**config.mk**
```make
export PLATFORM = sky130hd
export DESIGN_NAME = rvvi_frame_unpacker_flat
export DESIGN_NICKNAME = d
export VERILOG_FILES = /design/src/rtl/rvvi_frame_unpacker_if.sv /design/src/rtl/rvvi_frame_unpacker.sv /design/src/flat_wrapper.sv
export SDC_FILE = /design/constraint.sdc
export NUM_CORES = 2
export LEC_CHECK = 0
export BUFFER_PORTS_ARGS = -buffer_cell sky130_fd_sc_hd__buf_2
export CORE_AREA = 2 2 477 479
export DETAILED_ROUTE_END_ITERATION = 7
export DIE_AREA = 0 0 479 481
export SLEW_MARGIN = 5
export SYNTH_ARGS = -nofsm -noshare
export SYNTH_HDL_FRONTEND = slang
export SYNTH_SLANG_ARGS = --single-unit
```
**constraint.sdc**
```tcl
create_clock -name clk -period 3.25 [get_ports clk]
set_input_delay 0.8125 -clock clk [delete_from_list [all_inputs] [get_ports clk]]
set_output_delay 0.8125 -clock clk [all_outputs]
set_load 0.005 [all_outputs]
```
**src/rtl/rvvi_frame_unpacker_if.sv**
```systemverilog
// Bus bundle between the trace receive logic (master) and the RVVI frame
// unpacker (slave): frame input channel, header output channel, CSR output
// channel.
//
// Handshake semantics (all three channels): a beat transfers on a rising
// clock edge where valid and ready are both high. Once valid is raised it
// stays high, with its payload unchanged, until that transfer happens.
// Ready may be raised or lowered at any time.
interface rvvi_frame_unpacker_if #(
  parameter int XLEN              = 64,
  parameter int MAX_CSRS          = 5,
  parameter int FRAME_COUNT_WIDTH = 16,
  parameter int RVVI_WIDTH        = 128 + 4*XLEN + MAX_CSRS*(XLEN+16)
);
  // frame channel
  logic                         FrameValid;
  logic                         FrameReady;
  logic [RVVI_WIDTH-1:0]        Frame;
  logic [FRAME_COUNT_WIDTH-1:0] FrameCount;
  // header channel
  logic                         HdrValid;
  logic                         HdrReady;
  logic [XLEN-1:0]              PC;
  logic [63:0]                  Mcycle;
  logic [63:0]                  Minstret;
  logic [31:0]                  Instr;
  logic                         Trap;
  logic [1:0]                   PrivMode;
  logic                         GPRWen;
  logic                         FPRWen;
  logic [4:0]                   GPRAddr;
  logic [4:0]                   FPRAddr;
  logic [XLEN-1:0]              RegValue;
  logic [3:0]                   CSRCount;
  // CSR channel
  logic                         CsrValid;
  logic                         CsrReady;
  logic [11:0]                  CsrAddr;
  logic [XLEN-1:0]              CsrValue;
  logic                         CsrLast;
  // status
  logic                         SeqErr;
  logic                         CountErr;
  logic [15:0]                  GapCount;

  modport master (
    output FrameValid, Frame, FrameCount, HdrReady, CsrReady,
    input  FrameReady, HdrValid, PC, Mcycle, Minstret, Instr, Trap, PrivMode,
           GPRWen, FPRWen, GPRAddr, FPRAddr, RegValue, CSRCount,
           CsrValid, CsrAddr, CsrValue, CsrLast, SeqErr, CountErr, GapCount
  );

  modport slave (
    input  FrameValid, Frame, FrameCount, HdrReady, CsrReady,
    output FrameReady, HdrValid, PC, Mcycle, Minstret, Instr, Trap, PrivMode,
           GPRWen, FPRWen, GPRAddr, FPRAddr, RegValue, CSRCount,
           CsrValid, CsrAddr, CsrValue, CsrLast, SeqErr, CountErr, GapCount
  );
endinterface

```
**src/rtl/rvvi_frame_unpacker.sv**
```systemverilog
// RVVI frame unpacker: latches one packed trace frame, presents its header
// in one beat, then streams the CSR write list one (addr, value) per beat.
// Also checks frame sequence continuity and clamps oversized CSR counts.
module rvvi_frame_unpacker #(
  parameter int XLEN              = 64,
  parameter int MAX_CSRS          = 5,
  parameter int FRAME_COUNT_WIDTH = 16,
  parameter int RVVI_WIDTH        = 128 + 4*XLEN + MAX_CSRS*(XLEN+16)
) (
  input  logic                  clk,
  input  logic                  reset,
  rvvi_frame_unpacker_if.slave  bus,
  output logic [1:0]            dbg_state
);

  // Frame field offsets
  localparam int R           = 128 + 3*XLEN;
  localparam int CNT_LO      = XLEN + 160;
  localparam int CSR_VAL_LO  = R + XLEN;
  localparam int CSR_ADDR_LO = R + XLEN + MAX_CSRS*XLEN;

  typedef enum logic [1:0] {
    S_IDLE = 2'd0,
    S_HDR  = 2'd1,
    S_CSR  = 2'd2
  } state_t;

  state_t                       state_q, state_d;
  logic [RVVI_WIDTH-1:0]        frame_q, frame_d;
  logic [3:0]                   idx_q, idx_d;
  logic                         first_seen_q, first_seen_d;
  logic [FRAME_COUNT_WIDTH-1:0] exp_cnt_q, exp_cnt_d;
  logic                         seq_err_q, seq_err_d;
  logic                         count_err_q, count_err_d;
  logic [15:0]                  gap_q, gap_d;

  logic [11:0]     raw_cnt_latched;
  logic [11:0]     raw_cnt_in;
  logic [3:0]      csr_count;
  logic            csr_last;
  logic [11:0]     csr_addr_sel;
  logic [XLEN-1:0] csr_val_sel;
  logic            frame_ready;
  logic            hdr_valid;
  logic            csr_valid;
  logic            csr_last_out;

  assign raw_cnt_latched = frame_q[CNT_LO +: 12];
  assign raw_cnt_in      = bus.Frame[CNT_LO +: 12];
  assign csr_count       = (raw_cnt_latched > 12'(MAX_CSRS)) ? 4'(MAX_CSRS)
                                                             : raw_cnt_latched[3:0];
  assign csr_last        = (idx_q == (csr_count - 4'd1));

  // Header fields come straight from the latched frame, so they hold while stalled
  assign bus.PC       = frame_q[XLEN-1:0];
  assign bus.Mcycle   = frame_q[XLEN +: 64];
  assign bus.Minstret = frame_q[XLEN+64 +: 64];
  assign bus.Instr    = frame_q[XLEN+128 +: 32];
  assign bus.Trap     = frame_q[XLEN+176];
  assign bus.PrivMode = frame_q[XLEN+184 +: 2];
  assign bus.GPRWen   = frame_q[XLEN+192];
  assign bus.FPRWen   = frame_q[XLEN+200];
  assign bus.GPRAddr  = frame_q[XLEN+208 +: 5];
  assign bus.FPRAddr  = frame_q[XLEN+216 +: 5];
  assign bus.RegValue = frame_q[R +: XLEN];
  assign bus.CSRCount = csr_count;

  assign bus.CsrAddr    = csr_addr_sel;
  assign bus.CsrValue   = csr_val_sel;
  assign bus.FrameReady = frame_ready;
  assign bus.HdrValid   = hdr_valid;
  assign bus.CsrValid   = csr_valid;
  assign bus.CsrLast    = csr_last_out;
  assign bus.SeqErr     = seq_err_q;
  assign bus.CountErr   = count_err_q;
  assign bus.GapCount   = gap_q;
  assign dbg_state      = state_q;

  // Select the CSR slot addressed by the beat index; upper 4 bits of each
  // 16-bit address field are pad and dropped
  always_comb begin
    csr_addr_sel = '0;
    csr_val_sel  = '0;
    for (int i = 0; i < MAX_CSRS; i++) begin
      if (idx_q == 4'(i)) begin
        csr_val_sel  = frame_q[CSR_VAL_LO + i*XLEN +: XLEN];
        csr_addr_sel = frame_q[CSR_ADDR_LO + i*16 +: 12];
      end
    end
  end

  // Next-state, handshake outputs, frame capture and sequence check
  always_comb begin
    state_d      = state_q;
    frame_d      = frame_q;
    idx_d        = idx_q;
    first_seen_d = first_seen_q;
    exp_cnt_d    = exp_cnt_q;
    seq_err_d    = seq_err_q;
    count_err_d  = count_err_q;
    gap_d        = gap_q;
    frame_ready  = 1'b0;
    hdr_valid    = 1'b0;
    csr_valid    = 1'b0;
    csr_last_out = 1'b0;
    case (state_q)
      S_IDLE: begin
        frame_ready = 1'b1;
        if (bus.FrameValid) begin
          frame_d = bus.Frame;
          idx_d   = '0;
          state_d = S_HDR;
          if (raw_cnt_in > 12'(MAX_CSRS)) count_err_d = 1'b1;
          // The first frame after reset only seeds the expected count
          if (first_seen_q && (bus.FrameCount != exp_cnt_q)) begin
            seq_err_d = 1'b1;
            if (gap_q != 16'hFFFF) gap_d = gap_q + 16'd1;
          end
          first_seen_d = 1'b1;
          exp_cnt_d    = bus.FrameCount + 1'b1;
        end
      end
      S_HDR: begin
        hdr_valid = 1'b1;
        if (bus.HdrReady) begin
          idx_d   = '0;
          state_d = (csr_count == 4'd0) ? S_IDLE : S_CSR;
        end
      end
      S_CSR: begin
        csr_valid    = 1'b1;
        csr_last_out = csr_last;
        if (bus.CsrReady) begin
          if (csr_last) state_d = S_IDLE;
          else          idx_d   = idx_q + 4'd1;
        end
      end
      default: state_d = S_IDLE;
    endcase
  end

  // State registers; async reset discards any frame in flight
  always_ff @(posedge clk or negedge reset) begin
    if (!reset) begin
      state_q      <= S_IDLE;
      frame_q      <= '0;
      idx_q        <= '0;
      first_seen_q <= 1'b0;
      exp_cnt_q    <= '0;
      seq_err_q    <= 1'b0;
      count_err_q  <= 1'b0;
      gap_q        <= '0;
    end else begin
      state_q      <= state_d;
      frame_q      <= frame_d;
      idx_q        <= idx_d;
      first_seen_q <= first_seen_d;
      exp_cnt_q    <= exp_cnt_d;
      seq_err_q    <= seq_err_d;
      count_err_q  <= count_err_d;
      gap_q        <= gap_d;
    end
  end

endmodule

```
**src/flat_wrapper.sv**
```systemverilog
// flat-port wrapper written by rule: the top's interface ports become plain ports
module rvvi_frame_unpacker_flat 
#(
  parameter int XLEN              = 64,
  parameter int MAX_CSRS          = 5,
  parameter int FRAME_COUNT_WIDTH = 16,
  parameter int RVVI_WIDTH        = 128 + 4*XLEN + MAX_CSRS*(XLEN+16)
)
  (clk, reset, dbg_state, bus_FrameValid, bus_Frame, bus_FrameCount, bus_HdrReady, bus_CsrReady, bus_FrameReady, bus_HdrValid, bus_PC, bus_Mcycle, bus_Minstret, bus_Instr, bus_Trap, bus_PrivMode, bus_GPRWen, bus_FPRWen, bus_GPRAddr, bus_FPRAddr, bus_RegValue, bus_CSRCount, bus_CsrValid, bus_CsrAddr, bus_CsrValue, bus_CsrLast, bus_SeqErr, bus_CountErr, bus_GapCount);
  rvvi_frame_unpacker_if #(.XLEN(XLEN), .MAX_CSRS(MAX_CSRS), .FRAME_COUNT_WIDTH(FRAME_COUNT_WIDTH), .RVVI_WIDTH(RVVI_WIDTH)) bus_i ();
  input  logic clk;
  input  logic reset;
  output logic [1:0] dbg_state;
  input wire logic [$bits(bus_i.FrameValid)-1:0] bus_FrameValid;
  input wire logic [$bits(bus_i.Frame)-1:0] bus_Frame;
  input wire logic [$bits(bus_i.FrameCount)-1:0] bus_FrameCount;
  input wire logic [$bits(bus_i.HdrReady)-1:0] bus_HdrReady;
  input wire logic [$bits(bus_i.CsrReady)-1:0] bus_CsrReady;
  output wire logic [$bits(bus_i.FrameReady)-1:0] bus_FrameReady;
  output wire logic [$bits(bus_i.HdrValid)-1:0] bus_HdrValid;
  output wire logic [$bits(bus_i.PC)-1:0] bus_PC;
  output wire logic [$bits(bus_i.Mcycle)-1:0] bus_Mcycle;
  output wire logic [$bits(bus_i.Minstret)-1:0] bus_Minstret;
  output wire logic [$bits(bus_i.Instr)-1:0] bus_Instr;
  output wire logic [$bits(bus_i.Trap)-1:0] bus_Trap;
  output wire logic [$bits(bus_i.PrivMode)-1:0] bus_PrivMode;
  output wire logic [$bits(bus_i.GPRWen)-1:0] bus_GPRWen;
  output wire logic [$bits(bus_i.FPRWen)-1:0] bus_FPRWen;
  output wire logic [$bits(bus_i.GPRAddr)-1:0] bus_GPRAddr;
  output wire logic [$bits(bus_i.FPRAddr)-1:0] bus_FPRAddr;
  output wire logic [$bits(bus_i.RegValue)-1:0] bus_RegValue;
  output wire logic [$bits(bus_i.CSRCount)-1:0] bus_CSRCount;
  output wire logic [$bits(bus_i.CsrValid)-1:0] bus_CsrValid;
  output wire logic [$bits(bus_i.CsrAddr)-1:0] bus_CsrAddr;
  output wire logic [$bits(bus_i.CsrValue)-1:0] bus_CsrValue;
  output wire logic [$bits(bus_i.CsrLast)-1:0] bus_CsrLast;
  output wire logic [$bits(bus_i.SeqErr)-1:0] bus_SeqErr;
  output wire logic [$bits(bus_i.CountErr)-1:0] bus_CountErr;
  output wire logic [$bits(bus_i.GapCount)-1:0] bus_GapCount;
  assign bus_i.FrameValid = bus_FrameValid;
  assign bus_i.Frame = bus_Frame;
  assign bus_i.FrameCount = bus_FrameCount;
  assign bus_i.HdrReady = bus_HdrReady;
  assign bus_i.CsrReady = bus_CsrReady;
  assign bus_FrameReady = bus_i.FrameReady;
  assign bus_HdrValid = bus_i.HdrValid;
  assign bus_PC = bus_i.PC;
  assign bus_Mcycle = bus_i.Mcycle;
  assign bus_Minstret = bus_i.Minstret;
  assign bus_Instr = bus_i.Instr;
  assign bus_Trap = bus_i.Trap;
  assign bus_PrivMode = bus_i.PrivMode;
  assign bus_GPRWen = bus_i.GPRWen;
  assign bus_FPRWen = bus_i.FPRWen;
  assign bus_GPRAddr = bus_i.GPRAddr;
  assign bus_FPRAddr = bus_i.FPRAddr;
  assign bus_RegValue = bus_i.RegValue;
  assign bus_CSRCount = bus_i.CSRCount;
  assign bus_CsrValid = bus_i.CsrValid;
  assign bus_CsrAddr = bus_i.CsrAddr;
  assign bus_CsrValue = bus_i.CsrValue;
  assign bus_CsrLast = bus_i.CsrLast;
  assign bus_SeqErr = bus_i.SeqErr;
  assign bus_CountErr = bus_i.CountErr;
  assign bus_GapCount = bus_i.GapCount;
  rvvi_frame_unpacker #(.XLEN(XLEN), .MAX_CSRS(MAX_CSRS), .FRAME_COUNT_WIDTH(FRAME_COUNT_WIDTH), .RVVI_WIDTH(RVVI_WIDTH)) u_core (.clk(clk), .reset(reset), .bus(bus_i), .dbg_state(dbg_state));
endmodule
```
==> results.json <==
{
  "synth.area.mux_share": 0.00168,
  "antenna_found_initial": 88,
  "ioPinCount": 1212,
  "slew_headroom": 0.408,
  "first_pass_iters": 5,
  "htree_levels": 3,
  "leakagePower_nw": 23.9,
  "wirelength_um": 170000,
  "cts_root_buf": "clkbuf_16",
  "coreArea_um2": 226000,
  "cts_sinks": 736,
  "grt_pass1_wl_um": 231000,
  "cts_buffer_depth": 3,
  "port_buffers": 1121,
  "fmax_ghz": 0.253,
  "fill_cells": 25100,
  "drc": 0,
  "critPathArrivalTime_ns": 3.14,
  "drt_iter0_drc": 1917,
  "status": "complete, but fails checks",
  "cts_buffers": 89,
  "wl_per_cell_um": 21.5,
  "powerDensity_nw_per_um2": 965,
  "die_w_um": 479,
  "gp_congestion": 0.910,
  "hold_ws_ns": 0.219,
  "crit_path_start_kind": "flop",
  "path_class": "reg -> out",
  "rr_worst_depth": 12,
  "synth-seq-area-share": 0.561,
  "critPathMaxFanout": 2,
  "area_delta_synth_final_pct": 39.0,
  "power_mw": 44.0,
  "die_area_um2": 230000,
  "drt.antenna.violating_nets": 0,
  "rsz0062_at_grt": "true",
  "yosys.area_share.simple": 0.256,
  "start_util": 0.145,
  "r2r-start": "u_core.frame_q[228]",
  "final_hold_viol_count": 0,
  "hold_class": "in -> async",
  "r2r-end": "u_core.idx_q[0]",
  "cp-end-kind": "output port",
  "violations": "negative setup slack",
  "r2r_slack_ns": 0.06,
  "synth_ff_type": "dfrtp_1",
  "ir_worst_vdd_uv": 461,
  "synth_top_area_share": 0.561,
  "synth_top_family_by_area": "simple AND/OR/NAND/NOR gates",
  "grt_pass1_vias": 30000,
  "clk_latency_ns": 0.72,
  "die_y_um": 481,
  "synth_edf_count": 0,
  "finClkSkew_ns": 0.0396,
  "ys_types": 50,
  "fin_crit_sh": 1.22,
  "drive_above_1_share": 0.331,
  "syn_area_um2": 32800,
  "final_nets": 5587,
  "synthXorXnorAreaFrac": 0.0128,
  "synth_compound_area_frac": 0.0703,
  "setup_violations": 78,
  "dp_hpwl_um": 133000,
  "vias": 30000,
  "drv_cap": 0,
  "grt_max_degree": 145,
  "cp.required_ns": 2.44,
  "syn_avg_cell_area_um2": 8.50,
  "synthesis.nets": 4676,
  "synthArstFlopShare": 1.00,
  "cts.clk_slew.worst_paths_ns": 0.06,
  "fin_ws_ns": -0.701,
  "tightest_slew_ns": 0.885,
  "hold_buffers": 0,
  "grt_overflow_total": 0,
  "cts_tree": "yes",
  "rows": 175,
  "yosys-top-cells-area": "dfrtp_1, nand2_1, buf_4",
  "synthAdderAreaFrac": 0.00267,
  "finalCriticalPeriod_ns": 3.95,
  "slew_viol_final": 0,
  "via_per_inst": 3.78,
  "syn_inst": 3864,
  "track_usage": 0.142,
  "ys_ff_latch": 736,
  "synth_warnings": 0,
  "tns_ns": -21.12,
  "yosys.area.top_type": "dfrtp_1"
}
-- registers in the layout (all words and copies together), names as in the netlist --
name and flops:
u_core.frame_q 695, u_core.bus.GapCount 16, u_core.exp_cnt_q 16, u_core.idx_q 4, u_core.dbg_state 2, u_core.bus.CountErr 1
u_core.bus.SeqErr 1, u_core.first_seen_q 1
-- power by group --
part	internal, mW	switching (mW)	leakage, nW	total (mW)
Clock	6.14	4.27	1.49	10.4
Sequential	13.4	2.61	9.18	16.0
Combinational	7.15	10.5	13.3	17.6
Total	26.7	17.3	23.9	44.0
-- metrics by stage --
step	util	instance area [µm²]	cells	worst slack, ns
6_report	0.202	45600	7930	-0.701
5_1_grt	0.202	45600	7909	-0.880
4_1_cts	0.200	45000	7840	-0.771
3_5_place_dp	0.181	40900	7629	-0.229
3_3_place_gp	0.181	40900	7629	-0.241
2_1_floorplan	-	32800	3864	0.0710
-- area by class of cell --
type	count	area [µm²]	share of cell area
diodes	80	200	0.00439
clock buffers	122	2550	0.0559
clock inverters	35	453	0.00992
inverters	10	43.8	0.000959
multi-input cells	2597	11800	0.259
flip-flops and latches	736	18400	0.404
well taps	3009	3760	0.0825
repair buffers	1341	8390	0.184
-- cells by family (layout without fill, tap and decap cells) --
family,count (synthesis),count (layout)
compound gates,337,337
xor+xnor,48,48
fa+ha+maj,7,7
buf+inv,532,1508
flops,736,736
mux,5,5
other cells,1,81
simple gates,2198,2199
-- worst max-delay path, stage by stage, from the launching register on --
cell      delay [ns]
dfrtp_1         0.37
or4_4           0.56
nor4_4          0.27
nand2_2         0.13
ha_4            0.29
xor2_2          0.15
nand4b_1        0.14
mux2i_2         0.21
and3_4          0.22
buf_6           0.10
-- repair_timing --
action / CTS / global route
gates resized for setup: 278 / 80
setup buffers: 46 / 19
endpoints found under the setup margin: 77 / 81
cloned: 12 / 3
pin swaps: 101 / 94
-- cells in the mapped netlist (2+ instances only) --
master	count
mux2_2	3
nor4_1	5
buf_4	302
inv_1	10
a22oi_1	76
nor3_1	5
and2_1	5
nand2b_1	5
and3_2	2
buf_1	22
buf_2	2
dfrtp_1	736
nor4_4	2
ha_1	7
clkbuf_1	196
xor2_1	38
o2111ai_1	2
nand4_1	4
and3_1	5
o21ai_0	170
a221o_1	76
xnor2_1	10
nand3_1	15
nand2_1	2119
nor2_1	22
-- worst max path at each step --
stage	cells past startpoint	slack [ns]	startpoint	to
4_1_cts	9	-0.77	u_core.frame_q[229]	bus_CsrLast
5_1_grt	9	-0.88	u_core.frame_q[228]	bus_CsrLast
6_report	9	-0.70	u_core.frame_q[228]	bus_CsrLast
2_1_floorplan	8	0.07	u_core.frame_q[234]	bus_CsrLast
3_3_place_gp	9	-0.24	u_core.idx_q[0]	bus_CsrValue[63]
3_5_place_dp	10	-0.23	u_core.idx_q[0]	bus_CsrValue[63]
-- per-layer routing --
| metal | vias up | wire, µm | track usage |
|---|---|---|---|
| met2 | 1320 | 81900 | 0.240 |
| met4 | 46 | 7770 | 0.0636 |
| met1 | 14500 | 66300 | 0.166 |
| met5 | - | 276 | 0 |
| li1 | 13800 | - | - |
| met3 | 295 | 13900 | 0.0415 |
-- placed cells by master (no fill, tap or decap), types with 36 or more instances in the layout --
master	n
nand2_1	2116
buf_6	36
o21ai_1	107
a221o_1	76
xor2_1	37
a22oi_1	41
buf_4	116
o21ai_2	40
dfrtp_1	734
buf_2	1115
clkbuf_16	93
diode_2	80
buf_12	50
Power figures use the tool's default switching activity.
